**config.mk**
```make
export PLATFORM = sky130hd
export DESIGN_NAME = operand_stage
export DESIGN_NICKNAME = d
export VERILOG_FILES = /design/src/rtl/operand_stage.sv
export SDC_FILE = /design/constraint.sdc
export NUM_CORES = 1
export LEC_CHECK = 0
export ABC_AREA = 1
export CORE_AREA = 2 2 150 152
export CTS_BUF_LIST = sky130_fd_sc_hd__clkbuf_8
export CTS_CLUSTER_DIAMETER = 120
export CTS_CLUSTER_SIZE = 30
export DETAILED_ROUTE_END_ITERATION = 6
export DIE_AREA = 0 0 152 154
export PLACE_DENSITY = 0.79
export SETUP_SLACK_MARGIN = 0.05
export SLEW_MARGIN = 10
export SYNTH_ARGS = -nofsm -noshare
export SYNTH_HDL_FRONTEND = slang
export SYNTH_SLANG_ARGS = --single-unit
```
**constraint.sdc**
```tcl
create_clock -name clk -period 1.95 [get_ports clk]
set_input_delay 0.4875 -clock clk [delete_from_list [all_inputs] [get_ports clk]]
set_output_delay 0.4875 -clock clk [all_outputs]
set_load 0.05 [all_outputs]
```
**src/rtl/operand_stage.sv**
```systemverilog
// Operand-fetch stage: drives register-file read addresses, resolves rs1/rs2
// through EX/MEM bypasses, detects load-use hazards and inserts a bubble, and
// registers the result into the ID/EX register under a valid/ready handshake.
module operand_stage #(
    parameter int XLEN  = 32,
    parameter int CNT_W = 16
) (
    input  logic             clk,
    input  logic             rst_n,
    input  logic             id_valid,
    output logic             id_ready,
    input  logic [XLEN-1:0]  id_pc,
    input  logic [4:0]       id_rs1,
    input  logic [4:0]       id_rs2,
    input  logic [4:0]       id_rd,
    input  logic             id_use_rs1,
    input  logic             id_use_rs2,
    input  logic [XLEN-1:0]  id_imm,
    input  logic             id_reg_write,
    input  logic             id_mem_read,
    output logic [4:0]       rf_a1,
    output logic [4:0]       rf_a2,
    input  logic [XLEN-1:0]  rf_rd1,
    input  logic [XLEN-1:0]  rf_rd2,
    input  logic [XLEN-1:0]  ex_result,
    input  logic [4:0]       mem_rd,
    input  logic             mem_reg_write,
    input  logic [XLEN-1:0]  mem_result,
    input  logic             flush,
    output logic             ex_valid,
    input  logic             ex_ready,
    output logic [XLEN-1:0]  ex_pc,
    output logic [XLEN-1:0]  ex_op1,
    output logic [XLEN-1:0]  ex_op2,
    output logic [XLEN-1:0]  ex_imm,
    output logic [4:0]       ex_rd,
    output logic             ex_reg_write,
    output logic             ex_mem_read,
    output logic [CNT_W-1:0] stall_cnt
);

    // Register-file addresses come straight from decode, no gating.
    assign rf_a1 = id_rs1;
    assign rf_a2 = id_rs2;

    logic [1:0][4:0]      src_idx;
    logic [1:0][XLEN-1:0] src_rf;
    logic [1:0][XLEN-1:0] src_op;
    logic [1:0]           src_use;
    logic [1:0]           src_hz;

    assign src_idx = {id_rs2, id_rs1};
    assign src_rf  = {rf_rd2, rf_rd1};
    assign src_use = {id_use_rs2, id_use_rs1};

    // A load in EX has no result yet, so it never bypasses; it raises a hazard instead.
    logic ex_fwd_ok;
    assign ex_fwd_ok = ex_valid & ex_reg_write & ~ex_mem_read;

    genvar gi;
    generate
        for (gi = 0; gi < 2; gi++) begin : g_src
            // x0 first, then the younger EX value, then MEM, then the register file.
            assign src_op[gi] = (src_idx[gi] == 5'd0)                         ? '0 :
                                (ex_fwd_ok && ex_rd == src_idx[gi])            ? ex_result :
                                (mem_reg_write && mem_rd == src_idx[gi])       ? mem_result :
                                                                                 src_rf[gi];
            assign src_hz[gi] = src_use[gi] & (src_idx[gi] == ex_rd);
        end
    endgenerate

    logic hz;
    logic adv;

    assign hz       = id_valid & ex_valid & ex_mem_read & (ex_rd != 5'd0) & (|src_hz);
    assign adv      = ~ex_valid | ex_ready;
    assign id_ready = flush | (adv & ~hz);

    // ID/EX pipeline register: flush beats bubble beats load beats drain beats hold.
    always_ff @(posedge clk or negedge rst_n) begin
        if (!rst_n) begin
            ex_valid     <= 1'b0;
            ex_pc        <= '0;
            ex_op1       <= '0;
            ex_op2       <= '0;
            ex_imm       <= '0;
            ex_rd        <= '0;
            ex_reg_write <= 1'b0;
            ex_mem_read  <= 1'b0;
        end else if (flush) begin
            ex_valid <= 1'b0;
        end else if (adv && hz) begin
            ex_valid <= 1'b0;
        end else if (adv && id_valid) begin
            ex_valid     <= 1'b1;
            ex_pc        <= id_pc;
            ex_op1       <= src_op[0];
            ex_op2       <= src_op[1];
            ex_imm       <= id_imm;
            ex_rd        <= id_rd;
            ex_reg_write <= id_reg_write;
            ex_mem_read  <= id_mem_read;
        end else if (adv) begin
            ex_valid <= 1'b0;
        end
    end

    // Saturating count of load-use bubbles actually inserted (a flush suppresses them).
    always_ff @(posedge clk or negedge rst_n) begin
        if (!rst_n) begin
            stall_cnt <= '0;
        end else if (!flush && adv && hz && stall_cnt != {CNT_W{1'b1}}) begin
            stall_cnt <= stall_cnt + CNT_W'(1);
        end
    end

endmodule

```
==> results of run 1 <==
[what timing repair did]
action                     in CTS  in global routing
setup endpoints to repair      79                152
pin swaps                       7                  9
buffers inserted                2                  8
hold buffers                    1                  0
hold endpoints to repair       33                  0
resized for setup              15                 14
cloned                          0                  3
[flip-flops by register name, indices dropped and copies added (netlist names)]
register	count
stall_cnt	16
ex_reg_write	1
ex_op1	32
ex_pc	32
ex_valid	1
ex_mem_read	1
ex_imm	32
ex_rd	5
ex_op2	32
[path summary, 6_finish.rpt]
check / endpoint / cells past startpoint / start / slack (ns)
setup / recovery: id_ready / 6 / id_rs2[4] / -0.35
hold / removal: ex_pc[28]$_DFFE_PN0P_ / 2 / ex_pc[28]$_DFFE_PN0P_ / 0.48
setup reg to reg: ex_imm[15]$_DFFE_PN0P_ / 11 / ex_rd[3]$_DFFE_PN0P_ / -0.01
hold reg to reg: ex_pc[28]$_DFFE_PN0P_ / 2 / ex_pc[28]$_DFFE_PN0P_ / 0.48
max in group asynchronous: ex_rd[3]$_DFFE_PN0P_ / 3 / rst_n / 0.84
min in group asynchronous: ex_pc[13]$_DFFE_PN0P_ / 2 / rst_n / 0.50
[Yosys cell counts]
cell / instances
nor3b_1: 2
clkbuf_1: 46
dfrtp_1: 152
nand4_1: 71
o31ai_1: 1
inv_2: 5
nor3_2: 1
buf_4: 10
buf_2: 30
nand3_1: 214
nor2_1: 152
buf_6: 3
o21bai_1: 1
xnor2_1: 8
nor3_1: 6
nand2_1: 564
nand3b_1: 1
nand2_8: 1
nor2_2: 1
ha_1: 1
xor2_1: 8
a21oi_1: 1
inv_1: 60
buf_1: 13
buf_8: 3
nand2_2: 10
[worst reg2reg max path, delay by kind of cell, from the launching register on]
family                 cells  cell delay, ns
DFF                        1            0.47
and+or+nand+nor            6            0.77
buffers and inverters      5            0.68
[power groups by stage]
| stage | combinational, mW | sequential [mW] | clock [mW] |
|---|---|---|---|
| 2_1_floorplan | 0.968 | 5.48 | 0 |
| 6_report | 4.46 | 3.91 | 2.59 |
| 3_3_place_gp | 4.37 | 3.95 | 0 |
| 3_5_place_dp | 4.41 | 3.95 | 0 |
| 5_1_grt | 4.72 | 3.96 | 2.76 |
| 4_1_cts | 4.43 | 3.90 | 2.64 |
[layer usage]
metal / wire length, µm / part of all wire, % / GRT usage [%] / vias up
met5: 13 / 0.036 / 0 / -
met4: 1270 / 3.5 / 12.2 / 2
met3: 3210 / 8.9 / 6.71 / 88
met2: 17600 / 49 / 50.6 / 584
met1: 13800 / 39 / 36.5 / 4854
li1: - / - / - / 5120
[final cells by class]
class	count	share of cell area (%)
clock inverter	14	1.17
inverter	65	1.73
multi-input combinational	1043	32.9
timing repair buffer	477	32.8
antenna	1	0.0178
clock buffer	18	1.76
sequential	152	27.1
tap	280	2.49
[cells by family after synthesis]
family | after synthesis
xor+xnor | 16
fa+ha+maj | 1
flops | 152
simple gates | 1023
compound gates | 3
buf+inv | 170
[stage by stage]
step	utilization [%]	cells	setup slack, ns
after global placement	62.0	2003	-0.485
after floorplan	-	1365	0.0548
after detailed placement	62.0	2003	-0.516
after CTS	64.1	2038	-0.330
after global routing	64.9	2050	-0.444
final	64.9	2050	-0.355
==> results.toml, run 1 <==
[detailed_routing]
ant_nets = 0
route.detailed.drc = 0
drt_iter0_drc = 955
totalWireLength_um = 35900
dr.pass1.iters = 5
drt-wirelength-per-cell_um = 17.5
viasPerCell = 5.19
via_count = 10600

[floorplanning]
die_h_um = 154
rows = 54
die_w_um = 152
io-pin-count = 385
die_area_um2 = 23400
start_util_pct = 42.0
core_area_um2 = 21700

[yosys]
synthesis.area_um2 = 9100
avgSynthCellArea_um2 = 6.67
syn-num-nets = 1588
synthMuxAreaShare_pct = 0
yosys.area.top_type = "dfrtp_1"
synth_seq_cells = 152
synth_compound_area_share_pct = 0.220
synth_top_area_share_pct = 41.8
synth_cell_type_count = 26
synthAdderAreaFrac_pct = 0.137
yosys-top-cells-area = "dfrtp_1, nand2_1, nand3_1"
synth_xor_area_share_pct = 1.54
synthCells = 1365
yosys_warnings = 0
synth_simple_gate_area_share_pct = 47.8
synth_top_family_by_area = "simple AND/OR/NAND/NOR gates"
ys_seq_area_share_pct = 41.8

[pwr]
swShare_pct = 41.9
p_int_mw = 6.36
leakagePower_nw = 7.72
pwr-share-clk_pct = 23.6
pwr-share-comb_pct = 40.7
power.total_mw = 11.0
switchingPower_mw = 4.59
peakVddDrop_mv = 0.563
power.density_nw_per_um2 = 778
p_seq_share_pct = 35.7

[cells_and_area]
fill_cells = 1905
layout_commonest_cell = "nand2_1"
seq_area_um2 = 3810
layout_common_cells = "nand2_1, buf_4, nand3_1, clkdlybuf4s50_1, dfrtp_1"
fin_area_um2 = 14100
synthToLayoutAreaGrowth_pct = 54.8
drive_gt1_share_pct = 19.1
multi_input_comb_area_um2 = 4640
layout.nets = 1979

[timing]
tns_ns = -0.397
min_period_ns = 2.30
setup_viol = 8
worst-slew-pin-transition_ns = 0.376
fmaxAchievable_mhz = 434
rsz0062_at_grt = "yes"
finalHoldViolations = 0
worst_clock_skew_ns = 0.0126
setup_slack_ns = -0.355
slew_headroom_pct = 74.9
timing.hold.ws_ns = 0.479
slew_violations = 0
period_share_pct = 118

[setup_path]
crit_arrival_ns = 1.82
worstPathMaxFanout = 3
cp_cell_sequence = "clkdlybuf4s50_1, xnor2_2, nand4_1, a21oi_2, o21bai_2, buf_6"
worstPathRequired_ns = 1.46
crit_slowest_cell = "clkdlybuf4s50_1"
worst-path-buf-inv = 2
max_stage_delay_ns = 0.47
crit_family = "buffers and inverters"
critPathLaunchType = "primary input"
timing.critical_path.to_type = "output port"
crit_type = "primary input to output port"

[place]
port_buffers = 384
place_area_um2 = 13400
gp_congestion = 0.973
dp_hpwl_um = 26100

[status]
outcome = "finished, violations left"
failed_checks = "negative setup slack"

[clock_network]
cts_made_buffers = 17
clockBufferDepth = 2
cts_tree = "done"
clk_pin_slew_ns = 0.09
cts_max_level = 4
cts_root_buf = "clkbuf_8"
cts.sinks = 152
clock_latency_ns = 0.45

[flow_run]
drv_cap = 0

[global_routing]
grt_max_degree = 65
grt_pass1_wl_um = 55400
overflow = 0
antenna_found_initial = 2
track_usage_pct = 29.7
grt_pass1_vias = 10200

[min_path]
hold_class = "flop to flop"
No activity file was read; power rests on OpenSTA's default activity.
==> run 2: changes to the inputs <==
--- a/config.mk
+++ b/config.mk
@@ -6,13 +6,13 @@
 export NUM_CORES = 1
 export LEC_CHECK = 0
 export ABC_AREA = 1
-export CORE_AREA = 2 2 150 152
+export CORE_MARGIN = 2
+export CORE_UTILIZATION = 30
 export CTS_BUF_LIST = sky130_fd_sc_hd__clkbuf_8
 export CTS_CLUSTER_DIAMETER = 120
 export CTS_CLUSTER_SIZE = 30
 export DETAILED_ROUTE_END_ITERATION = 6
-export DIE_AREA = 0 0 152 154
-export PLACE_DENSITY = 0.79
+export PLACE_DENSITY = 0.6
 export SETUP_SLACK_MARGIN = 0.05
 export SLEW_MARGIN = 10
 export SYNTH_ARGS = -nofsm -noshare
==> run 2 against run 1 <==
Effect of this change:
- the flow still finishes with violations (negative setup slack)
- cell area increased by 3.3%
- critical endpoint unchanged
- routed wire length increased by 7.8%
- non-clock buffer count decreased by 2
- sequential cell count unchanged
==> results.toml, run 2 (synthesized netlist as in run 1, its figures left out) <==
[global_routing]
track_usage_pct = 24.3
overflow = 0
grt_pass1_vias = 10500
antenna_found_initial = 5
grt_max_degree = 66
grt_pass1_wl_um = 59100

[timing]
setup_slack_ns = -0.411
slew_headroom_pct = 73.1
min_period_ns = 2.36
slew_violations = 0
worst-slew-pin-transition_ns = 0.403
setup_viol = 5
timing.hold.ws_ns = 0.480
period_share_pct = 121
worst_clock_skew_ns = 0.0138
fmaxAchievable_mhz = 424
rsz0062_at_grt = "yes"
finalHoldViolations = 0

[min_path]
hold_class = "flop to flop"

[setup_path]
max_stage_delay_ns = 0.47
crit_slowest_cell = "dfrtp_2"
crit_arrival_ns = 1.87
cpMostUsedCell = "nand2_2"
timing.critical_path.to_type = "output port"
worstPathRequired_ns = 1.46
critPathLaunchType = "flop"
worstPathMaxFanout = 6
cp_cell_sequence = "nand2_2, nand2_2, nor2_4, nand4_1, a21oi_2, o21bai_2, buf_6"
crit_type = "flop to output port"

[clock_network]
clockBufferDepth = 2
cts.sinks = 152
cts_root_buf = "clkbuf_8"
clk_pin_slew_ns = 0.09
cts_max_level = 4
cts_tree = "done"
cts_made_buffers = 17
clock_latency_ns = 0.47

[pwr]
leakagePower_nw = 7.77
power.total_mw = 11.0
power.density_nw_per_um2 = 756
peakVddDrop_mv = 0.485

[detailed_routing]
ant_nets = 0
totalWireLength_um = 38700
drt_iter0_drc = 820
via_count = 10500
route.detailed.drc = 0
dr.pass1.iters = 5
viasPerCell = 4.86
drt-wirelength-per-cell_um = 17.9

[floorplanning]
core_area_um2 = 29700
die_w_um = 178
io-pin-count = 385
die_h_um = 178
die_area_um2 = 31700
rows = 63
start_util_pct = 30.6

[cells_and_area]
layout_common_cells = "nand2_1, clkdlybuf4s50_1, nand3_1, buf_4, dfrtp_1"
drive_gt1_share_pct = 21.3
layout_commonest_cell = "nand2_1"
stdcell_count = 2160
layout.nets = 1977
synthToLayoutAreaGrowth_pct = 59.9
fill_cells = 2974

[place]
gp_congestion = 0.933
post-place-cells = 2112
port_buffers = 384
dp_hpwl_um = 28000

[flow_run]
drv_cap = 0

[status]
failed_checks = "negative setup slack"
outcome = "finished, violations left"
-- run 2: per-stage QoR --
stage	worst slack, ns	TNS [ns]	utilization [%]	area [µm²]
finish	-0.411	-0.448	49.0	14600
global route	-0.584	-12.67	48.9	14500
CTS	-0.461	-0.822	48.6	14400
detailed placement	-0.678	-79.30	46.2	13700
global placement	-0.661	-71.84	46.2	13700
floorplan	0.0548	0	-	9110
-- run 2: metal layers --
layer	GRT usage (%)	wire (µm)
met5	0	41
met4	7.48	862
met2	41.1	18300
met3	8.03	3820
met1	29.2	15700
-- run 2: what timing repair did --
item                                   CTS  global route
setup endpoints to repair              146           153
gates resized for setup                 56            32
pin swaps                               25            23
cloned                                   2             0
buffers inserted                        23             4
hold buffers                             1             0
endpoints found under the hold margin   29             0
-- run 2: worst paths after layout --
| kind | from | cells past startpoint | slack (ns) | endpoint |
|---|---|---|---|---|
| hold / removal | ex_pc[28]$_DFFE_PN0P_ | 2 | 0.48 | ex_pc[28]$_DFFE_PN0P_ |
| setup / recovery | ex_rd[2]$_DFFE_PN0P_ | 7 | -0.41 | id_ready |
| setup reg to reg | ex_rd[2]$_DFFE_PN0P_ | 9 | -0.01 | ex_op1[13]$_DFFE_PN0P_ |
| hold reg to reg | ex_pc[28]$_DFFE_PN0P_ | 2 | 0.48 | ex_pc[28]$_DFFE_PN0P_ |
| min in group asynchronous | rst_n | 2 | 0.50 | ex_op1[28]$_DFFE_PN0P_ |
| max in group asynchronous | rst_n | 3 | 0.83 | ex_imm[2]$_DFFE_PN0P_ |
-- run 2: critical path, delay by kind of cell (launching register included) --
family | cells | cell delay [ns]
DFF | 1 | 0.47
AOI/OAI and AO/OA | 2 | 0.31
buffers and inverters | 1 | 0.16
and+or+nand+nor | 4 | 0.47
-- run 2: cell type report --
class	instances	area (µm²)	share of cell area (%)
timing repair buffer	475	4730	32.5
clock inverter	15	158	1.08
sequential	152	3810	26.2
antenna	3	7.51	0.0516
tap	390	488	3.35
clock buffer	17	234	1.61
inverter	65	244	1.68
multi-input combinational	1043	4870	33.5
-- run 2: power by group --
part / internal [mW] / switching [mW]
registers: 3.59 / 0.320
logic: 1.62 / 2.96
clock network: 1.06 / 1.44
